File: src/rtl/tomasulo_pkg.sv
// Shared Tomasulo definitions: default widths and the reserved "no producer" label,
// used by the instruction queue, reservation stations and CDB broadcaster.
package tomasulo_pkg;

  localparam int N_SRC_DEF   = 4;
  localparam int LABEL_W_DEF = 5;
  localparam int DATA_W_DEF  = 32;
  localparam int NO_LABEL    = 0;

  // Index width that stays legal for a single-source configuration.
  function automatic int idxWidth(input int n);
    return (n > 1) ? $clog2(n) : 1;
  endfunction

endpackage

File: src/rtl/cdb_broadcaster_rr_arbiter.sv
// Combinational round-robin arbiter: picks the first requester at or after ptr,
// wrapping around, and returns a one-hot grant.
module rr_arbiter
  import tomasulo_pkg::*;
#(
  parameter int N_SRC = N_SRC_DEF,
  parameter int PTR_W = idxWidth(N_SRC)
) (
  input  logic [N_SRC-1:0] req,
  input  logic [PTR_W-1:0] ptr,
  output logic [N_SRC-1:0] grant
);

  logic [PTR_W-1:0] idx;
  logic             found;

  always_comb begin
    grant = '0;
    found = 1'b0;
    idx   = '0;
    for (int off = 0; off < N_SRC; off++) begin
      idx = PTR_W'((int'(ptr) + off) % N_SRC);
      if (!found && req[idx]) begin
        grant[idx] = 1'b1;
        found      = 1'b1;
      end
    end
  end

endmodule

File: src/rtl/cdb_broadcaster.sv
// Common data bus broadcaster: one holding slot per functional unit, round-robin
// selection of a full slot, and a registered broadcast of its label and result.
module cdb_broadcaster
  import tomasulo_pkg::*;
#(
  parameter int N_SRC   = N_SRC_DEF,
  parameter int LABEL_W = LABEL_W_DEF,
  parameter int DATA_W  = DATA_W_DEF
) (
  input  logic                       clk,
  input  logic                       nRST,
  input  logic [N_SRC-1:0]           reqIn,
  input  logic [N_SRC*LABEL_W-1:0]   labelIn,
  input  logic [N_SRC*DATA_W-1:0]    dataIn,
  output logic [N_SRC-1:0]           ackOut,
  output logic                       BCEN,
  output logic [LABEL_W-1:0]         BClabel,
  output logic [DATA_W-1:0]          BCdata
);

  localparam int PTR_W = idxWidth(N_SRC);

  logic [N_SRC-1:0]   slotValid;
  logic [LABEL_W-1:0] slotLabel [N_SRC];
  logic [DATA_W-1:0]  slotData  [N_SRC];

  logic [PTR_W-1:0]   rrPtr;
  logic [PTR_W-1:0]   nextPtr;
  logic [PTR_W-1:0]   grantIdx;
  logic [N_SRC-1:0]   grant;
  logic [N_SRC-1:0]   captureEn;
  logic               anyGrant;

  rr_arbiter #(
    .N_SRC (N_SRC),
    .PTR_W (PTR_W)
  ) uArb (
    .req   (slotValid),
    .ptr   (rrPtr),
    .grant (grant)
  );

  // A slot being drained this cycle can be refilled at the same edge.
  assign ackOut   = reqIn & (~slotValid | grant);
  assign anyGrant = |grant;

  always_comb begin
    captureEn = '0;
    for (int i = 0; i < N_SRC; i++) begin
      captureEn[i] = ackOut[i] &
                     (labelIn[i*LABEL_W +: LABEL_W] != LABEL_W'(NO_LABEL));
    end
  end

  always_comb begin
    grantIdx = '0;
    for (int i = 0; i < N_SRC; i++) begin
      if (grant[i]) grantIdx = PTR_W'(i);
    end
  end

  assign nextPtr = (grantIdx == PTR_W'(N_SRC - 1)) ? '0 : grantIdx + PTR_W'(1);

  // Capture wins over the grant clear so a same-cycle refill is not lost.
  always_ff @(posedge clk or negedge nRST) begin
    if (!nRST) begin
      slotValid <= '0;
      for (int i = 0; i < N_SRC; i++) begin
        slotLabel[i] <= '0;
        slotData[i]  <= '0;
      end
    end else begin
      for (int i = 0; i < N_SRC; i++) begin
        if (captureEn[i]) begin
          slotValid[i] <= 1'b1;
          slotLabel[i] <= labelIn[i*LABEL_W +: LABEL_W];
          slotData[i]  <= dataIn[i*DATA_W +: DATA_W];
        end else if (grant[i]) begin
          slotValid[i] <= 1'b0;
        end
      end
    end
  end

  always_ff @(posedge clk or negedge nRST) begin
    if (!nRST) begin
      rrPtr <= '0;
    end else if (anyGrant) begin
      rrPtr <= nextPtr;
    end
  end

  // Label and data hold their last value when nothing is broadcast.
  always_ff @(posedge clk or negedge nRST) begin
    if (!nRST) begin
      BCEN    <= 1'b0;
      BClabel <= '0;
      BCdata  <= '0;
    end else begin
      BCEN <= anyGrant;
      if (anyGrant) begin
        BClabel <= slotLabel[grantIdx];
        BCdata  <= slotData[grantIdx];
      end
    end
  end

endmodule

File: config.mk
export PLATFORM = sky130hd
export DESIGN_NAME = cdb_broadcaster
export DESIGN_NICKNAME = d
export VERILOG_FILES = /design/src/rtl/tomasulo_pkg.sv /design/src/rtl/cdb_broadcaster_rr_arbiter.sv /design/src/rtl/cdb_broadcaster.sv
export SDC_FILE = /design/constraint.sdc
export NUM_CORES = 1
export LEC_CHECK = 0
export BUFFER_PORTS_ARGS = -buffer_cell sky130_fd_sc_hd__buf_2
export CAP_MARGIN = 20
export CORE_UTILIZATION = 48
export DETAILED_ROUTE_END_ITERATION = 10
export GPL_TIMING_DRIVEN = 0
export PLACE_DENSITY = 0.75
export SLEW_MARGIN = 20
export SYNTH_ARGS = -nofsm -noshare
export SYNTH_HDL_FRONTEND = slang
export SYNTH_SLANG_ARGS = --single-unit
File: constraint.sdc
create_clock -name clk -period 3.16 [get_ports clk]
set_input_delay 0.316 -clock clk [delete_from_list [all_inputs] [get_ports clk]]
set_output_delay 0.316 -clock clk [all_outputs]
set_load 0.02 [all_outputs]
==> results.md, run 1 <==
* Status: finished with violations
* Failing checks: setup timing
* Final wirelength at 22800 um
* Vias at 6233
* Netlist Area Pre-Place at 0.00862 mm^2
* RD Place Congestion at 0.857
* Post-layout min period at 3180 ps
* Commonest non-fill, non-tap cell in the layout: buf_2
* Ratio of cells with drive above 1 in the final layout at 47.1%
* Power per standard cell area at 1480 mW/mm^2
* Largest net degree at the start of global routing at 100
* Most frequent cells in the layout: buf_2 (198), dfrtp_1 (190), mux2_2 (80)
* Startpoint Class: register
* Hold_sp: dataIn[63]
* Top Layer Used: met4
* Setup_tns at -59.0 ps
* CTS HTree Levels at 4
* Crit-path max FO at 8
* Hold endpoint: slotData[95]
* CTS tree: built
* CTS Buffer Depth at 2
* Filler instances at 1326
* Initial DRC Count at 353
* Commonest register cell after synthesis: dfrtp_1
* Boundary pin count at 196
* R2R Setup Slk at -20 ps
* Setup CP Type: register to register
* Synth Warn # at 0
* Slew headroom at 49.3%
* Met2 wire length at 11000 um
* Post-Route Utilization at 64.2%
* Routed Antenna Nets at 0
* Die area at 0.0185 mm^2
* Nets in the synthesized netlist at 823
* Hold Vio Cnt, Final at 0
* RSZ-0062 raised after global routing: true
* Post-detail-place hpwl at 15500 um
* Met3 wire len at 1310 um
* Root Buffer: clkbuf_16
* Clk sinks at 192
* Yosys top cell area share at 55.7%
* Core ar. at 0.0174 mm^2
* Die width at 136 um
* Data arrival, critical path at 3490 ps
* Initial antenna violation count at 3
* # rows at 48
* Total leakage power at 5.36 nW
* Input/output buffers at 195
* Max VDD drop at 0.000765 V
* Synth area leader: dfrtp_1
* Worst reg-to-reg path cell count at 12
* Hold Crit Depth at 2
* Final Net Count at 1065
* Asr flop ratio synth at 100%
* WP data required at 3470 ps
* Routed length on met1 at 10100 um
* R2R Path Start: rrPtr[0]
* R2r endpoint: slotData[1]
* Final WS setup at -16.4 ps
* Distinct cells, synth at 54
* P&R area growth vs syn at 29.6%
* Max-cap viol count at 0
* CTS Buf Count at 17
* Total Routing Usage GR at 24.8%
* Max-slew violation count at 0
* Later-pin clock latency in the skew report at 420 ps
* Routed WL per cell at 19.9 um
* Worst Skew at 9.49 ps
* Final worst-path cycle share at 101%
* Avg Cell Area, Syn at 13.0 um^2
* Sequential cell area fraction in the yosys report at 55.7%
* First-pass GRT wire length at 34000 um
* Die H at 136 um
* Least-Margin Pin Slew at 752 ps
* #FFs+latches synth at 192
* Initial Utilization at 49.5%
* Critical Path Sink Type: register
* Routed vias/inst at 5.44
* Highest Clock Rate at 315 MHz
* Gate count of the mapped netlist at 663
* HP Class: input pin to register
* Congestion Overflow GR at 0
* CTS clk-pin slew, worst paths at 70 ps
* Vias in the first global route at 6283
* DR pass1 iterations at 4
* Remaining DRCs at 0
* Top area cells in the synthesized netlist: dfrtp_1 (56%), mux2_2 (11%), mux2_1 (5.7%)
* Number of flops mapped to enable cells by yosys at 0
* Final setup viols at 10
[sequential cells by signal (all words and copies together) (netlist names)]
register   flops
slotValid      4
rrPtr          2
BCEN           1
BClabel        5
BCdata        32
slotData     128
slotLabel     20
[cells by family after synthesis]
logic type                 after synthesis  synth area share (%)
adders and majority gates                6                 0.870
and+or+nand+nor                         95                  4.87
buffers and inverters                   49                  2.97
muxes                                  175                  23.1
DFF                                    192                  55.7
AOI/OAI and AO/OA                      146                  12.5
[through the flow]
step	hold slack (ps)	cells	total power [mW]	setup WS, ps	cell area [um^2]
after floorplan	20.4	663	10.6	2.95	8660
after global placement	462	1083	12.7	-1740	9910
after detailed placement	383	1084	13.0	-599	9950
after CTS	88.1	1133	15.9	-33.3	10800
after global routing	96.3	1144	17.6	-91.9	11200
final	99.9	1145	16.5	-16.4	11200
[repair_timing]
item                                    CTS  global route
resized for setup                        30            68
buffers inserted                         18            10
endpoints found under the hold margin    93             0
endpoints found under the setup margin  188           163
hold buffers                              1             0
pin swaps                                 9             8
cloned                                    0             4
[power breakdown]
part           switching [mW]  leakage [nW]  internal (mW)  total, mW
clock network           0.909         0.280           1.29       2.20
logic                    5.04          2.83           4.69       9.73
registers               0.716          2.25           3.87       4.58
total                    6.66          5.36           9.84       16.5
[metal layers]
| metal | global-route usage [%] | vias up |
|---|---|---|
| li1 | - | 2892 |
| met3 | 6.11 | 24 |
| met4 | 6.98 | 0 |
| met2 | 40.7 | 175 |
| met5 | 0 | - |
| met1 | 32.6 | 3142 |
[layout make-up]
cell class,count,area (um^2),share of cell area (%)
timing repair buffer,228,1390,12.4
clock buffer,23,468,4.19
tap,225,282,2.52
clock inverter,8,130,1.16
sequential,192,4810,43.0
buffer,37,300,2.69
inverter,7,28.8,0.257
multi-input combinational,422,3770,33.7
antenna,3,7.51,0.0671
[worst max path at each step]
| stage | start | endpoint | slack, ps | cells past startpoint |
|---|---|---|---|---|
| 6_report | rrPtr[0] | slotData[1] | -20 | 12 |
| 5_1_grt | rrPtr[0] | slotData[1] | -90 | 12 |
| 4_1_cts | rrPtr[0] | slotData[110] | -30 | 10 |
| 3_5_place_dp | rrPtr[0] | BCdata[2] | -600 | 10 |
| 3_3_place_gp | nRST | rrPtr[0] | -1740 | 1 |
| 2_1_floorplan | rrPtr[0] | slotData[40] | 3 | 10 |
[Yosys cell counts (10+ instances only)]
cell type    n
buf_2       13
clkbuf_1    19
a22o_1      11
o21ai_0     36
nand2_1     41
a31oi_1     34
mux2_2      86
mux2i_1     33
dfrtp_1    192
mux2_1      44
mux2_4      10
nor2_1      35
a21o_1      36
[worst max-delay path, stage by stage (launching register included)]
cell      delay [ps]
dfrtp_2          390
inv_4             60
ha_4             300
mux4_2           560
a311oi_4         280
buf_6            170
a221oi_4          70
buf_12           150
a21boi_4         180
o21a_1           220
buf_6            190
buf_12           150
mux2_2           340
No activity file was read; power rests on OpenSTA's default activity.
==> run 2: changes to the inputs <==
CTS_BUF_LIST = sky130_fd_sc_hd__clkbuf_8 sky130_fd_sc_hd__clkbuf_16   (was default)
HOLD_SLACK_MARGIN = 0.1   (was default)
==> results.md, run 2 (synthesized netlist as in run 1, its figures left out) <==
* R2R Path Start: rrPtr[0]
* CTS Buf Count at 17
* Final worst-path cycle share at 101%
* Congestion Overflow GR at 0
* HP Class: input pin to register
* Max VDD drop at 0.000758 V
* Post-layout min period at 3180 ps
* Input/output buffers at 195
* Hold Vio Cnt, Final at 0
* Met2 wire length at 11100 um
* Boundary pin count at 196
* Largest register FFs at 128
* First-pass GRT wire length at 34400 um
* Remaining DRCs at 0
* Final setup viols at 12
* WHS at 116 ps
* DR pass1 iterations at 4
* Post-Route Utilization at 65.2%
* Register Area at 0.00481 mm^2
* Largest net degree at the start of global routing at 100
* Startpoint Class: register
* Setup_tns at -114 ps
* Die width at 136 um
* Data arrival, critical path at 3490 ps
* Post-detail-place hpwl at 15500 um
* Initial Utilization at 49.5%
* Routed WL per cell at 19.7 um
* Root Buffer: clkbuf_16
* Max-slew violation count at 0
* Die H at 136 um
* Routed length on met1 at 10100 um
* RD Place Congestion at 0.857
* Commonest non-fill, non-tap cell in the layout: buf_2
* Initial DRC Count at 364
* Top Layer Used: met4
* Failing checks: setup timing
* Vias in the first global route at 6385
* CTS HTree Levels at 4
* Count of non-filler cells in the finished layout at 1163
* P&R area growth vs syn at 31.7%
* Status: finished with violations
* Multi-input logic area at 0.00377 mm^2
* Routed Antenna Nets at 0
* Final Cell Area at 0.0114 mm^2
* CTS clk-pin slew, worst paths at 70 ps
* Routed vias/inst at 5.44
* Filler instances at 1306
* RSZ-0062 raised after global routing: true
* Met3 wire len at 1390 um
* CTS tree: built
* Placed Area at 0.00995 mm^2
* Total Routing Usage GR at 25.1%
* Total leakage power at 5.45 nW
* Least-Margin Pin Slew at 720 ps
* Power per standard cell area at 1460 mW/mm^2
* Crit path from: rrPtr[0]
* WP data required at 3470 ps
* Worst Skew at 10.2 ps
* Setup CP Type: register to register
* Later-pin clock latency in the skew report at 430 ps
* Vias at 6330
* # rows at 48
* Initial antenna violation count at 3
* CTS Buffer Depth at 2
* Final wirelength at 22900 um
* Ratio of cells with drive above 1 in the final layout at 46.1%
* Most frequent cells in the layout: buf_2 (197), dfrtp_1 (190), mux2_2 (80)
* Final Net Count at 1083
* Crit-path max FO at 8
* Slew headroom at 51.5%
* Hold_sp: dataIn[118]
* Overall power at 16.5 mW
* Largest Register: slotData
* Clk sinks at 192
* Highest Clock Rate at 314 MHz
* Critical Path Sink Type: register
* Core ar. at 0.0174 mm^2
* Max-cap viol count at 0
* Final WS setup at -21.5 ps
* Die area at 0.0185 mm^2
* Inst Count DP at 1084
* Regs by FF count: slotData (128), BCdata (32), slotLabel (20)
* Worst slack at placement at -599 ps
==> run 2: changes by cell type in the layout (fill, tap and decap cells not counted) <==
cell	delta
buf_6	-1
buf_4	+1
inv_1	+4
dlygate4sd3_1	+19
clkbuf_1	-4
buf_2	-1
==> run 2: worst paths after layout <==
check / depth (start not counted) / slack (ps) / to
hold reg to reg: 1 / 480 / slotData[91]
setup / recovery: 12 / -20 / slotData[1]
hold / removal: 2 / 120 / slotData[22]
max in group asynchronous: 3 / 1700 / slotData[89]
min in group asynchronous: 2 / 490 / slotData[69]
setup reg to reg: 12 / -20 / slotData[1]
==> run 2: cell type report <==
cell class / count / area share, %
diodes: 3 / 0.0661
flip-flops and latches: 192 / 42.3
well taps: 225 / 2.48
multi-input cells: 422 / 33.1
inverters: 7 / 0.253
plain buffers: 37 / 2.66
clock inverters: 12 / 1.28
clock buffers: 19 / 3.99
repair buffers: 246 / 13.8
==> run 2: routing by layer <==
metal	global-route usage (%)	up-vias
met4	6.91	0
met3	6.26	26
met1	33.1	3181
li1	-	2938
met2	41.0	185
met5	0	-
==> run 2: critical path, stage by stage (launching register included) <==
cell      delay (ps)
dfrtp_2          390
inv_4             60
ha_4             300
mux4_2           560
a311oi_4         280
buf_6            170
a221oi_4          70
buf_12           150
a21boi_4         170
o21a_1           230
buf_6            190
buf_12           150
mux2_2           340
==> run 2: where the power goes <==
part           total, mW  internal, mW  switching, mW
combinational       9.76          4.70           5.06
clock               2.19          1.28          0.914
sequential          4.59          3.87          0.719
==> run 2: timing repair <==
action | 4_1_cts | 5_1_grt
buffers inserted | 18 | 9
setup endpoints to repair | 188 | 163
pin swaps | 9 | 8
endpoints found under the hold margin | 109 | 3
resized for setup | 30 | 69
hold buffers | 17 | 3
gates cloned | 0 | 4
